<file path="src/rtl/text_renderer_if.sv">
// Signal bundle between the VGA / keyboard logic and the text renderer.
// master = surrounding lab logic, slave = text_renderer.
interface text_renderer_if #(
    parameter int AW = 6
);
    logic [9:0]    hc;
    logic [9:0]    vc;
    logic          video_on;
    logic          wr_en;
    logic [AW-1:0] wr_addr;
    logic [7:0]    wr_data;
    logic          clr;
    logic          busy;
    logic [7:0]    char_sel;
    logic [39:0]   vec_char;
    logic [11:0]   rgb;

    modport master (
        output hc, vc, video_on, wr_en, wr_addr, wr_data, clr, vec_char,
        input  busy, char_sel, rgb
    );

    modport slave (
        input  hc, vc, video_on, wr_en, wr_addr, wr_data, clr, vec_char,
        output busy, char_sel, rgb
    );
endinterface

</file>
<file path="src/rtl/text_renderer.sv">
// Pixel-stage text overlay: character buffer + 2-stage pixel pipeline.
// Stage 1 maps the sync counters to a buffer cell and glyph row/column and
// presents char_sel to the external glyph ROM; stage 2 turns the returned
// 5x8 bitmap into a registered RGB pixel.
module text_renderer #(
    parameter int          COLS       = 16,
    parameter int          ROWS       = 4,
    parameter int          AW         = 6,
    parameter int          X0         = 64,
    parameter int          Y0         = 32,
    parameter int          SCALE_LOG2 = 1,
    parameter logic [11:0] FG_COLOR   = 12'hFFF,
    parameter logic [11:0] BG_COLOR   = 12'h00F
) (
    input  logic           clk,
    input  logic           rst,
    text_renderer_if.slave bus
);
    localparam int N     = COLS * ROWS;
    localparam int SH    = 3 + SCALE_LOG2;
    localparam int W_PIX = COLS << SH;
    localparam int H_PIX = ROWS << SH;
    localparam int CW    = (COLS > 1) ? $clog2(COLS) : 1;
    localparam int RW    = (ROWS > 1) ? $clog2(ROWS) : 1;
    localparam logic [9:0] X0_V = 10'(X0);
    localparam logic [9:0] Y0_V = 10'(Y0);

    typedef enum logic {IDLE, CLEAR} state_t;

    state_t        state;
    logic          busy_q;
    logic [AW-1:0] clr_idx;
    logic [7:0]    buffer [N];

    // Clear sequencer: walks every cell once; reset lands in CLEAR so the
    // buffer is blanked automatically and a reset mid-clear restarts it.
    always_ff @(posedge clk) begin
        if (rst) begin
            state   <= CLEAR;
            busy_q  <= 1'b1;
            clr_idx <= '0;
        end else begin
            case (state)
                IDLE: begin
                    if (bus.clr) begin
                        state   <= CLEAR;
                        busy_q  <= 1'b1;
                        clr_idx <= '0;
                    end
                end
                CLEAR: begin
                    if (int'(clr_idx) == N - 1) begin
                        state   <= IDLE;
                        busy_q  <= 1'b0;
                        clr_idx <= '0;
                    end else begin
                        clr_idx <= clr_idx + 1'b1;
                    end
                end
                default: begin
                    state  <= IDLE;
                    busy_q <= 1'b0;
                end
            endcase
        end
    end

    assign bus.busy = busy_q;

    // Buffer write port: the clear owns it while busy, host writes otherwise.
    always_ff @(posedge clk) begin
        if (!rst && state == CLEAR)
            buffer[clr_idx] <= 8'd32;
        else if (!rst && state == IDLE && bus.wr_en && int'(bus.wr_addr) < N)
            buffer[bus.wr_addr] <= bus.wr_data;
    end

    // Stage-1 inputs: offsets wrap harmlessly outside the region since
    // in_region masks everything downstream.
    logic [9:0] dx, dy;
    logic       in_region;

    always_comb begin
        dx        = bus.hc - X0_V;
        dy        = bus.vc - Y0_V;
        in_region = bus.video_on
                 && int'(bus.hc) >= X0 && int'(bus.hc) < X0 + W_PIX
                 && int'(bus.vc) >= Y0 && int'(bus.vc) < Y0 + H_PIX;
    end

    logic          s1_vld;
    logic          in_q, von_q;
    logic [CW-1:0] col_q;
    logic [RW-1:0] row_q;
    logic [2:0]    gx_q, gy_q;

    // Stage 1 registers: cell coordinates and glyph row/column.
    always_ff @(posedge clk) begin
        if (rst) begin
            s1_vld <= 1'b0;
            in_q   <= 1'b0;
            von_q  <= 1'b0;
            col_q  <= '0;
            row_q  <= '0;
            gx_q   <= '0;
            gy_q   <= '0;
        end else begin
            s1_vld <= 1'b1;
            in_q   <= in_region;
            von_q  <= bus.video_on;
            col_q  <= CW'(dx >> SH);
            row_q  <= RW'(dy >> SH);
            gx_q   <= 3'(dx >> SCALE_LOG2);
            gy_q   <= 3'(dy >> SCALE_LOG2);
        end
    end

    // Buffer read is asynchronous so the glyph ROM sees char_sel in the same
    // cycle and stage 2 can consume vec_char directly.
    logic [AW-1:0] rd_addr;
    assign rd_addr      = AW'(int'(row_q) * COLS + int'(col_q));
    assign bus.char_sel = in_q ? buffer[rd_addr] : 8'd32;

    // Columns 5..7 of each cell are inter-character spacing.
    logic [5:0] bit_idx;
    logic       glyph_bit;
    assign bit_idx   = 6'(5 * int'(gy_q) + int'(gx_q));
    assign glyph_bit = (gx_q < 3'd5) ? bus.vec_char[bit_idx] : 1'b0;

    logic [11:0] rgb_q;

    // Stage 2: colour select, black outside the region or blanking.
    always_ff @(posedge clk) begin
        if (rst)
            rgb_q <= '0;
        else if (!s1_vld || !von_q)
            rgb_q <= '0;
        else if (in_q && glyph_bit)
            rgb_q <= FG_COLOR;
        else if (in_q)
            rgb_q <= BG_COLOR;
        else
            rgb_q <= '0;
    end

    assign bus.rgb = rgb_q;
endmodule

</file>
<file path="src/flat_wrapper.sv">
// flat-port wrapper written by rule: the top's interface ports become plain ports
module text_renderer_flat 
#(
    parameter int          COLS       = 16,
    parameter int          ROWS       = 4,
    parameter int          AW         = 6,
    parameter int          X0         = 64,
    parameter int          Y0         = 32,
    parameter int          SCALE_LOG2 = 1,
    parameter logic [11:0] FG_COLOR   = 12'hFFF,
    parameter logic [11:0] BG_COLOR   = 12'h00F
)
  (clk, rst, bus_hc, bus_vc, bus_video_on, bus_wr_en, bus_wr_addr, bus_wr_data, bus_clr, bus_vec_char, bus_busy, bus_char_sel, bus_rgb);
  text_renderer_if #(.AW(AW)) bus_i ();
  input  logic clk;
  input  logic rst;
  input wire logic [$bits(bus_i.hc)-1:0] bus_hc;
  input wire logic [$bits(bus_i.vc)-1:0] bus_vc;
  input wire logic [$bits(bus_i.video_on)-1:0] bus_video_on;
  input wire logic [$bits(bus_i.wr_en)-1:0] bus_wr_en;
  input wire logic [$bits(bus_i.wr_addr)-1:0] bus_wr_addr;
  input wire logic [$bits(bus_i.wr_data)-1:0] bus_wr_data;
  input wire logic [$bits(bus_i.clr)-1:0] bus_clr;
  input wire logic [$bits(bus_i.vec_char)-1:0] bus_vec_char;
  output wire logic [$bits(bus_i.busy)-1:0] bus_busy;
  output wire logic [$bits(bus_i.char_sel)-1:0] bus_char_sel;
  output wire logic [$bits(bus_i.rgb)-1:0] bus_rgb;
  assign bus_i.hc = bus_hc;
  assign bus_i.vc = bus_vc;
  assign bus_i.video_on = bus_video_on;
  assign bus_i.wr_en = bus_wr_en;
  assign bus_i.wr_addr = bus_wr_addr;
  assign bus_i.wr_data = bus_wr_data;
  assign bus_i.clr = bus_clr;
  assign bus_i.vec_char = bus_vec_char;
  assign bus_busy = bus_i.busy;
  assign bus_char_sel = bus_i.char_sel;
  assign bus_rgb = bus_i.rgb;
  text_renderer #(.COLS(COLS), .ROWS(ROWS), .AW(AW), .X0(X0), .Y0(Y0), .SCALE_LOG2(SCALE_LOG2), .FG_COLOR(FG_COLOR), .BG_COLOR(BG_COLOR)) u_core (.clk(clk), .rst(rst), .bus(bus_i));
endmodule
</file>
<file path="config.mk">
export PLATFORM = sky130hd
export DESIGN_NAME = text_renderer_flat
export DESIGN_NICKNAME = d
export VERILOG_FILES = /design/src/rtl/text_renderer_if.sv /design/src/rtl/text_renderer.sv /design/src/flat_wrapper.sv
export SDC_FILE = /design/constraint.sdc
export NUM_CORES = 1
export LEC_CHECK = 0
export ABC_AREA = 0
export BUFFER_PORTS_ARGS = -buffer_cell sky130_fd_sc_hd__buf_2
export CORE_UTILIZATION = 40
export CTS_CLUSTER_DIAMETER = 40
export DETAILED_ROUTE_END_ITERATION = 8
export PLACE_DENSITY = 0.61
export SYNTH_ARGS = -nofsm -noshare
export SYNTH_HDL_FRONTEND = slang
export SYNTH_SLANG_ARGS = --single-unit
</file>
<file path="constraint.sdc">
create_clock -name clk -period 6.35 [get_ports clk]
set_clock_uncertainty 0.15 [all_clocks]
set_input_delay 1.5875 -clock clk [delete_from_list [all_inputs] [get_ports clk]]
set_output_delay 1.5875 -clock clk [all_outputs]
set_load 0.05 [all_outputs]
</file>
==> run_results.csv, run 1 <==
group,metric,value,unit
run_status,status,"finished clean",
synthesis,synth.top_cells.by_count,"512 x sky130_fd_sc_hd__edfxtp_1, 154 x sky130_fd_sc_hd__mux4_2, 89 x sky130_fd_sc_hd__nor2_1, 33 x sky130_fd_sc_hd__nand2_1, 28 x sky130_fd_sc_hd__mux2i_1",
sta,report.final.setup_viol,0,
global_route,grt_start_max_net_pins,65,
power_and_ir_drop,pwr_density_cell,320,mW/mm²
sta,tightest_slew,1.42,ns
finish,design.final.nets,1293,
routing,vias_per_cell,5.49,
floorplan,chipWidth,235,µm
min_path,worstHoldPathType,"flop to flop",
cts,max-clock-path-buffers,3,
routing,drt_pre_antenna_iters,5,
floorplan,rows,84,
power_and_ir_drop,vdd.ir_drop.worst,386,µV
placed_design,routabilityCongestion,0.809,
synthesis,yosys.cell_count.top_type,"sky130_fd_sc_hd__edfxtp_1",
synthesis,synth.area.top_cells,"sky130_fd_sc_hd__edfxtp_1 71%, sky130_fd_sc_hd__mux4_2 16%, sky130_fd_sc_hd__dfxtp_1 2.3%, sky130_fd_sc_hd__nor2_1 1.5%, sky130_fd_sc_hd__mux2i_1 1.3%",
synthesis,post_synth_fa_ha_maj_area_fraction,0.786,%
cts,htreeDepth,3,
cts,clk_transition_reported_paths,0.06,ns
global_route,grt_overflow,0,
finish,final_core_util,47.5,%
routing,ant_nets,0,
synthesis,post_synth_xor_area_fraction,0.121,%
synthesis,synthesis.area,0.0217,mm²
setup_path,critical_path_arrival,4.02,ns
synthesis,synth_top_family_by_area,"multiplexers",
floorplan,initial_utilization,40.9,%
sta,min_setup_slack_post_route,0.591,ns
placed_design,pre_cts_ws,1.34,ns
power_and_ir_drop,power.switching_fraction,21.5,%
cts,tritoncts,"built",
routing,drc_violations,0,
sta,setup_total_negative_slack,0,ns
power_and_ir_drop,pwr-share-clk,47.9,%
power_and_ir_drop,power_leakage,0.00861,µW
power_and_ir_drop,internal-power,6320,µW
placed_design,dp_hpwl,29.3,mm
finish,antenna_cells,0,
synthesis,ys_seq_elements,537,
synthesis,synth_compound_gate_area_share,1.95,%
power_and_ir_drop,total_switching_power,1740,µW
flow_run,drv_cap,0,
cts,worstSkewPairLatency,0.57,ns
synthesis,yosysTopAreaCellShare,71.0,%
cts,clkSinkCount,537,
floorplan,num_ports,100,
placed_design,post-place-cells,1817,
floorplan,fp.dieArea,0.0551,mm²
global_route,grt.total_usage,18.1,%
routing,initial_detailed_routing_violation_count,835,
global_route,grt_pass1_vias,11100,
synthesis,ys_async_sr_fraction,0,%
cts,cts.repair_timing.setup_buffer_count,0,
finish,synthToLayoutAreaGrowth,16.2,%
synthesis,synth-edff-count,512,
routing,routedWlPerCell,25.2,µm
cts,post_cts_resize_count,0,
finish,post_route_cells_drive_above_1_share,32.3,%
sta,final_period_minus_worst_setup_slack,5.76,ns
synthesis,mean_syn_cell_area,20.2,µm²
sta,timing.max_slew.rel_slack,3.93,%
floorplan,floorplan.core_area,0.0530,mm²
sta,final.period_utilization,90.7,%
routing,routed_wirelength,49.1,mm
routing,dr_total_vias,10700,
global_route,grt_antenna_before_repair,0,
sta,timing.final.max_slew_violations,0,
power_and_ir_drop,power.sequential.fraction,47.9,%
cts,ctsHoldBuffers,0,
sta,grt_setup_unrepaired,"false",
floorplan,dieHeight,235,µm
sta,hold_viol_final,0,
setup_path,critPathRequiredTime,4.61,ns
setup_path,crit_fanout,40,
synthesis,post_synthesis_share_of_cell_area_spent_on_and_or_nand_and_nor_gates,4.29,%
synthesis,synth.yosys.seq_area_share,73.3,%
cts,cts_made_buffers,70,
setup_path,startpoint_type,"flop",
synthesis,post-synth-top-area-cell,"sky130_fd_sc_hd__edfxtp_1",
synthesis,yosysWarningCount,0,
synthesis,mappedNetlistNets,1164,
global_route,wire_length_of_the_first_global_routing_pass,72.9,mm
setup_path,path_class,"flop to output pin",
finish,stdcell_count,1945,
cts,ctsRootBufferMaster,"sky130_fd_sc_hd__clkbuf_16",
sta,fmax,174,MHz
placed_design,portBuffers,98,
synthesis,postSynth.topFlopCell,"sky130_fd_sc_hd__edfxtp_1",
synthesis,multiplexer_fraction_of_the_synthesized_cell_area,17.7,%
setup_path,timing.critical_path.to_type,"output pin",
synthesis,syn_inst,1072,
synthesis,synth_cell_types,49,
power_and_ir_drop,p_comb_share,4.2,%
worst max-delay path: stages, from the launching register on:
cell and delay [ns]:
sky130_fd_sc_hd__dfxtp_4 0.69, sky130_fd_sc_hd__buf_12 0.38, sky130_fd_sc_hd__mux4_2 0.32, sky130_fd_sc_hd__mux2i_1 0.07, sky130_fd_sc_hd__nor2_1 0.23, sky130_fd_sc_hd__a21oi_1 0.13, sky130_fd_sc_hd__o311ai_0 1.15, sky130_fd_sc_hd__buf_2 0.45
cells in the final DEF, fill, tap and decap left out, types with 11 or more instances in the layout:
master                      count
sky130_fd_sc_hd__nand2_1       33
sky130_fd_sc_hd__edfxtp_1     512
sky130_fd_sc_hd__inv_6         15
sky130_fd_sc_hd__clkbuf_16     74
sky130_fd_sc_hd__dfxtp_1       22
sky130_fd_sc_hd__mux2i_1       28
sky130_fd_sc_hd__buf_2         98
sky130_fd_sc_hd__ha_1          12
sky130_fd_sc_hd__o21ai_0       14
sky130_fd_sc_hd__nand3_1       11
sky130_fd_sc_hd__nor2b_1       21
sky130_fd_sc_hd__nor2_1        89
sky130_fd_sc_hd__a21oi_1       18
sky130_fd_sc_hd__buf_4         17
sky130_fd_sc_hd__mux4_2       154
through the flow:
stage | instance area [µm²] | total power, µW | hold slack (ns)
final | 25200 | 8060 | 0.365
after global routing | 25200 | 8280 | 0.384
after CTS | 25200 | 8130 | 0.364
after detailed placement | 22900 | 4280 | 0.346
after global placement | 22900 | 4270 | 0.320
after floorplan | 21700 | 4170 | 0.344
power by group through the flow:
| stage | combinational, µW | clock, µW | sequential [µW] |
|---|---|---|---|
| after global placement | 336 | 0 | 3940 |
| final | 336 | 3860 | 3860 |
| after global routing | 359 | 4060 | 3860 |
| after floorplan | 253 | 0 | 3920 |
| after detailed placement | 339 | 0 | 3940 |
| after CTS | 340 | 3930 | 3860 |
final cells by class:
class	instances	area, µm²
Tap cell	688	861
Timing Repair Buffer	119	698
Sequential cell	537	15900
Multi-Input combinational cell	467	5390
Clock inverter	45	415
Inverter	6	22.5
Clock buffer	83	1890
Fill cell	4444	27800
layer usage:
layer	vias to the layer above	wire [µm]	global-route usage [%]
met5	-	0	0
met2	332	23700	28.8
met1	5574	21000	24.6
met4	0	1490	6.70
li1	4673	-	-
met3	99	2900	3.92
registers in the layout, indices dropped and copies added (netlist names):
signal and count:
u_core.clr_idx 6, u_core.gy_q 3, u_core.gx_q 3, u_core.bus.rgb 2, u_core.s1_vld 1, u_core.buffer 512, u_core.von_q 1, u_core.in_q 1
u_core.state 1, u_core.bus.busy 1, u_core.row_q 2, u_core.col_q 4
final timing paths:
| kind | slack [ns] | startpoint | to | cells after the start |
|---|---|---|---|---|
| setup / recovery | 0.59 | u_core.col_q[0] | bus_char_sel[4] | 7 |
| hold / removal | 0.37 | u_core.bus.busy | u_core.bus.busy | 2 |
| setup reg to reg | 3.12 | u_core.state | u_core.buffer[17][4] | 5 |
| hold reg to reg | 0.37 | u_core.bus.busy | u_core.bus.busy | 2 |
cells by family (layout without fill, tap and decap cells):
group,count (synthesis),after routing
flops,537,537
mux,189,189
compound gates,66,66
xor+xnor,3,3
simple gates,196,196
fa+ha+maj,13,13
buf+inv,68,253
(Power assumes the default switching activity.)
==> run 2: changes to the inputs <==
--- a/config.mk
+++ b/config.mk
@@ -6,7 +6,7 @@
 export NUM_CORES = 1
 export LEC_CHECK = 0
 export ABC_AREA = 0
-export BUFFER_PORTS_ARGS = -buffer_cell sky130_fd_sc_hd__buf_2
+export BUFFER_PORTS_ARGS = -buffer_cell sky130_fd_sc_hd__buf_4
 export CORE_UTILIZATION = 40
 export CTS_CLUSTER_DIAMETER = 40
 export DETAILED_ROUTE_END_ITERATION = 8
==> run_results.csv, run 2 (synthesis gave the netlist of run 1 again) <==
group,metric,value,unit
routing,drc_violations,0,
finish,most-common-layout-cells,"512 x sky130_fd_sc_hd__edfxtp_1, 154 x sky130_fd_sc_hd__mux4_2, 113 x sky130_fd_sc_hd__buf_4, 89 x sky130_fd_sc_hd__nor2_1, 71 x sky130_fd_sc_hd__clkbuf_16",
cts,clk_transition_reported_paths,0.05,ns
power_and_ir_drop,pwr_density_cell,314,mW/mm²
setup_path,critical_path_buf_inv_count,2,
min_path,min_path_cells,2,
finish,synthToLayoutAreaGrowth,16.8,%
finish,top_regs,"u_core.buffer x512, u_core.clr_idx x6, u_core.col_q x4",
routing,routed_wirelength,48.3,mm
sta,hold_ws,0.364,ns
cts,post_cts_resize_count,0,
sta,hold_viol_final,0,
setup_path,cp_slowest_cell,"sky130_fd_sc_hd__dfxtp_4",
setup_path,critical_path_arrival,3.58,ns
setup_path,cell_repeated_most_along_the_worst_path,"sky130_fd_sc_hd__mux4_2",
power_and_ir_drop,power_leakage,0.00862,µW
global_route,grt_antenna_before_repair,1,
floorplan,num_ports,100,
cts,clkSinkCount,537,
cts,cts.repair_timing.setup_buffer_count,0,
global_route,grt_start_max_net_pins,65,
routing,initial_detailed_routing_violation_count,776,
flow_run,drv_cap,0,
floorplan,chipWidth,235,µm
finish,regArea,0.0159,mm²
cts,tritoncts,"built",
cts,cts_made_buffers,67,
placed_design,post-place-cells,1816,
finish,largest_register_ffs,512,
placed_design,portBuffers,98,
cts,max-clock-path-buffers,3,
finish,design.final.nets,1289,
finish,final_core_util,47.7,%
sta,setup_total_negative_slack,0,ns
placed_design,dp_hpwl,29.4,mm
cts,ctsRootBufferMaster,"sky130_fd_sc_hd__clkbuf_16",
finish,mostFrequentLayoutCell,"sky130_fd_sc_hd__edfxtp_1",
sta,timing.final.max_slew_violations,0,
floorplan,rows,84,
setup_path,crit_fanout,28,
setup_path,path_delay_family,"multiplexers",
floorplan,floorplan.core_area,0.0530,mm²
global_route,wire_length_of_the_first_global_routing_pass,72.7,mm
sta,tightest_slew,1.22,ns
finish,post_route_cells_drive_above_1_share,31.4,%
routing,dr_total_vias,10700,
setup_path,path_class,"flop to output pin",
sta,final.period_utilization,83.7,%
global_route,grt_pass1_vias,11100,
placed_design,placedInstanceArea,0.0231,mm²
finish,multiInputGateArea,0.00539,mm²
finish,most_flops_register,"u_core.buffer",
power_and_ir_drop,vdd.ir_drop.worst,228,µV
finish,antenna_cells,0,
global_route,grt.total_usage,17.9,%
finish,total_of_fill_cells_in_the_finished_design,4416,
setup_path,critical_path.cell_chain,"buf_12, mux4_2, mux4_2, nand2b_1, o211ai_1, o311ai_1, buf_4",
setup_path,timing.critical_path.to_type,"output pin",
setup_path,critPathRequiredTime,4.61,ns
sta,grt_setup_unrepaired,"false",
setup_path,startpoint_type,"flop",
cts,worstSkewPairLatency,0.57,ns
setup_path,rr_worst_depth,5,
routing,drt_pre_antenna_iters,4,
sta,final_period_minus_worst_setup_slack,5.31,ns
setup_path,worst-path-stages,7,
routing,ant_nets,0,
finish,stdcell_count,1933,
finish,design_area,0.0253,mm²
setup_path,largest_stage_delay_worst_path,0.62,ns
cts,ctsHoldBuffers,0,
floorplan,fp.dieArea,0.0551,mm²
floorplan,dieHeight,235,µm
sta,report.final.setup_viol,0,
placed_design,routabilityCongestion,0.783,
routing,routedWlPerCell,25.0,µm
run_status,status,"finished clean",
cts,htreeDepth,3,
min_path,worstHoldPathType,"flop to flop",
routing,vias_per_cell,5.55,
sta,timing.max_slew.rel_slack,18.8,%
sta,fmax,188,MHz
global_route,grt_overflow,0,
floorplan,initial_utilization,40.9,%
==> run 2: final cells by class <==
cell class,count,area share [%]
clock buffers,81,7.18
well taps,688,3.41
flip-flops and latches,537,62.8
inverters,6,0.0891
multi-input cells,467,21.3
clock inverters,36,1.43
repair buffers,118,3.75
==> run 2: stage by stage <==
step	worst slack, ns	power [µW]
after floorplan	1.30	4170
after detailed placement	1.43	4290
after global placement	1.41	4290
after global routing	0.777	8160
after CTS	0.800	8010
final	1.04	7940
==> run 2: power by group <==
part | internal, µW | total, µW | switching (µW)
registers | 3840 | 3860 | 26.5
clock network | 2290 | 3730 | 1440
logic | 176 | 351 | 175
==> run 2: worst paths after layout <==
path / from / endpoint / slack, ns
worst min register to register: u_core.bus.busy / u_core.bus.busy / 0.36
worst max-delay path: u_core.col_q[0] / bus_char_sel[4] / 1.04
worst max register to register: u_core.state / u_core.buffer[17][6] / 3.09
worst min-delay path: u_core.bus.busy / u_core.bus.busy / 0.36
==> run 2: layer usage <==
layer / track usage [%] / up-vias / routed length [µm]
li1: - / 4668 / -
met1: 25.2 / 5706 / 21200
met2: 28.5 / 289 / 23500
met3: 2.97 / 73 / 2490
met4: 5.84 / 0 / 1130
met5: 0 / - / 0
==> run 2: worst reg2reg max path, stage by stage, from the launching register on <==
cell,delay [ns]
sky130_fd_sc_hd__dfxtp_1,0.64
sky130_fd_sc_hd__nor3b_2,0.10
sky130_fd_sc_hd__buf_4,0.23
sky130_fd_sc_hd__o31ai_1,0.30
sky130_fd_sc_hd__nand2_1,0.44
sky130_fd_sc_hd__nor2_1,1.01
==> run 3: changes to the inputs <==
==> constraint.sdc (replaced) <==
create_clock -name clk -period 5.5 [get_ports clk]
set_clock_uncertainty 0.15 [all_clocks]
set_input_delay 1.375 -clock clk [delete_from_list [all_inputs] [get_ports clk]]
set_output_delay 1.375 -clock clk [all_outputs]
set_load 0.05 [all_outputs]
==> run_results.csv, run 3 (synthesis gave the netlist of run 1 again) <==
group,metric,value,unit
setup_path,startpoint_type,"flop",
floorplan,initial_utilization,40.9,%
run_status,status,"finished clean",
floorplan,rows,84,
finish,design.final.nets,1304,
finish,regArea,0.0159,mm²
finish,synthToLayoutAreaGrowth,17.7,%
placed_design,dp_hpwl,31.2,mm
sta,timing.max_slew.rel_slack,13.7,%
power_and_ir_drop,internal-power,7430,µW
cts,ctsHoldBuffers,0,
min_path,min_path_cells,2,
global_route,grt_overflow,0,
flow_run,drv_cap,0,
min_path,worst_hold_startpoint,"u_core.bus.busy",
cts,htreeDepth,3,
routing,initial_detailed_routing_violation_count,790,
floorplan,num_ports,100,
finish,stdcell_count,1949,
setup_path,crit_fanout,21,
power_and_ir_drop,vdd.ir_drop.worst,257,µV
cts,post_cts_resize_count,0,
cts,clkSinkCount,537,
cts,worstSkewPairLatency,0.57,ns
power_and_ir_drop,pwr_density_cell,368,mW/mm²
power_and_ir_drop,pwr-share-clk,48.0,%
global_route,grt_antenna_before_repair,1,
setup_path,timing.reg2reg.setup_slack,2.37,ns
finish,mostFrequentLayoutCell,"sky130_fd_sc_hd__edfxtp_1",
floorplan,dieHeight,235,µm
finish,total_of_fill_cells_in_the_finished_design,4351,
routing,dr_total_vias,10900,
setup_path,rr_worst_depth,5,
power_and_ir_drop,power_leakage,0.00872,µW
routing,drt_pre_antenna_iters,5,
setup_path,timing.rr.start,"u_core.state",
finish,top_regs,"u_core.buffer x512, u_core.clr_idx x6, u_core.col_q x4",
finish,most-common-layout-cells,"512 x sky130_fd_sc_hd__edfxtp_1, 154 x sky130_fd_sc_hd__mux4_2, 128 x sky130_fd_sc_hd__buf_4, 89 x sky130_fd_sc_hd__nor2_1, 72 x sky130_fd_sc_hd__clkbuf_16",
finish,most_flops_register,"u_core.buffer",
power_and_ir_drop,total_switching_power,1940,µW
sta,grt_setup_unrepaired,"false",
floorplan,fp.dieArea,0.0551,mm²
min_path,worstHoldEndpoint,"u_core.bus.busy",
sta,timing.final.max_slew_violations,0,
global_route,grt_start_max_net_pins,65,
global_route,grt_pass1_vias,11200,
finish,post_route_cells_drive_above_1_share,33.1,%
cts,cts_made_buffers,69,
sta,report.final.setup_viol,0,
finish,largest_register_ffs,512,
routing,drc_violations,0,
sta,final.period_utilization,93.1,%
routing,vias_per_cell,5.60,
sta,setup_total_negative_slack,0,ns
power_and_ir_drop,power.switching_fraction,20.7,%
setup_path,timing.critical_path.to_type,"output pin",
setup_path,regToRegEndpoint,"u_core.buffer[4][6]",
sta,tightest_slew,1.30,ns
placed_design,portBuffers,98,
cts,tritoncts,"built",
routing,routed_wirelength,49.5,mm
floorplan,chipWidth,235,µm
sta,hold_viol_final,0,
sta,hold_ws,0.347,ns
sta,min_setup_slack_post_route,0.381,ns
global_route,wire_length_of_the_first_global_routing_pass,73.5,mm
min_path,worstHoldPathType,"flop to flop",
cts,clk_transition_reported_paths,0.06,ns
global_route,grt.total_usage,18.1,%
sta,final_period_minus_worst_setup_slack,5.12,ns
setup_path,path_class,"flop to output pin",
cts,cts.repair_timing.setup_buffer_count,0,
cts,max-clock-path-buffers,3,
power_and_ir_drop,p_comb_share,4.4,%
routing,routedWlPerCell,25.4,µm
placed_design,routabilityCongestion,0.812,
finish,multiInputGateArea,0.00539,mm²
setup_path,critical_path_arrival,3.59,ns
power_and_ir_drop,power.sequential.fraction,47.6,%
finish,antenna_cells,0,
cts,ctsRootBufferMaster,"sky130_fd_sc_hd__clkbuf_16",
placed_design,post-place-cells,1829,
routing,ant_nets,0,
placed_design,pre_cts_ws,0.861,ns
floorplan,floorplan.core_area,0.0530,mm²
sta,fmax,195,MHz
setup_path,critPathRequiredTime,3.97,ns
[run 3: cell count changes in the layout (fill, tap and decap cells not counted), sizes merged]
cell	delta
clkinvlp	+8
clkbuf	-2
buf	+13
clkinv	-5
bufinv	+2
[run 3: worst max path at each step]
stage,start,end,depth (start not counted)
detailed placement,u_core.col_q[0],bus_char_sel[6],7
global route,u_core.col_q[0],bus_char_sel[2],8
floorplan,u_core.col_q[1],bus_char_sel[4],8
finish,u_core.col_q[0],bus_char_sel[2],8
global placement,u_core.col_q[0],bus_char_sel[6],7
CTS,u_core.col_q[0],bus_char_sel[6],7
[run 3: per-stage QoR]
step / utilization (%) / power, µW / area, µm²
6_report: 48.1 / 9370 / 25500
2_1_floorplan: - / 4820 / 21700
3_3_place_gp: 43.8 / 4960 / 23200
5_1_grt: 48.1 / 9630 / 25500
4_1_cts: 48.1 / 9450 / 25500
3_5_place_dp: 43.8 / 4960 / 23200
[run 3: metal layers]
metal / part of all wire (%) / vias to the layer above / track usage (%) / wire length, µm
met5: 0.026 / - / 0 / 13
met4: 2.4 / 2 / 5.50 / 1200
met3: 6.4 / 81 / 4.46 / 3190
met2: 49 / 363 / 29.3 / 24300
met1: 42 / 5785 / 24.4 / 20700
li1: - / 4690 / - / -
[run 3: final cells by class]
type / count / area share [%]
Clock buffer: 79 / 7.21
Tap cell: 688 / 3.38
Clock inverter: 41 / 1.88
Sequential cell: 537 / 62.3
Timing Repair Buffer: 131 / 4.00
Inverter: 6 / 0.0883
Multi-Input combinational cell: 467 / 21.1
[run 3: critical path: stages (launching register included)]
cell and delay [ns]:
sky130_fd_sc_hd__dfxtp_4 0.67, sky130_fd_sc_hd__buf_4 0.36, sky130_fd_sc_hd__mux4_2 0.59, sky130_fd_sc_hd__mux4_2 0.50, sky130_fd_sc_hd__nor2_1 0.17, sky130_fd_sc_hd__a2111oi_0 0.10, sky130_fd_sc_hd__buf_4 0.18, sky130_fd_sc_hd__a31o_1 0.23
sky130_fd_sc_hd__buf_4 0.21
[run 3: power by group through the flow]
stage                     sequential, µW  clock (µW)  combinational, µW
after floorplan                     4520           0                292
after global placement              4540           0                414
after detailed placement            4540           0                417
after CTS                           4460        4570                418
after global routing                4460        4730                439
final                               4460        4500                413
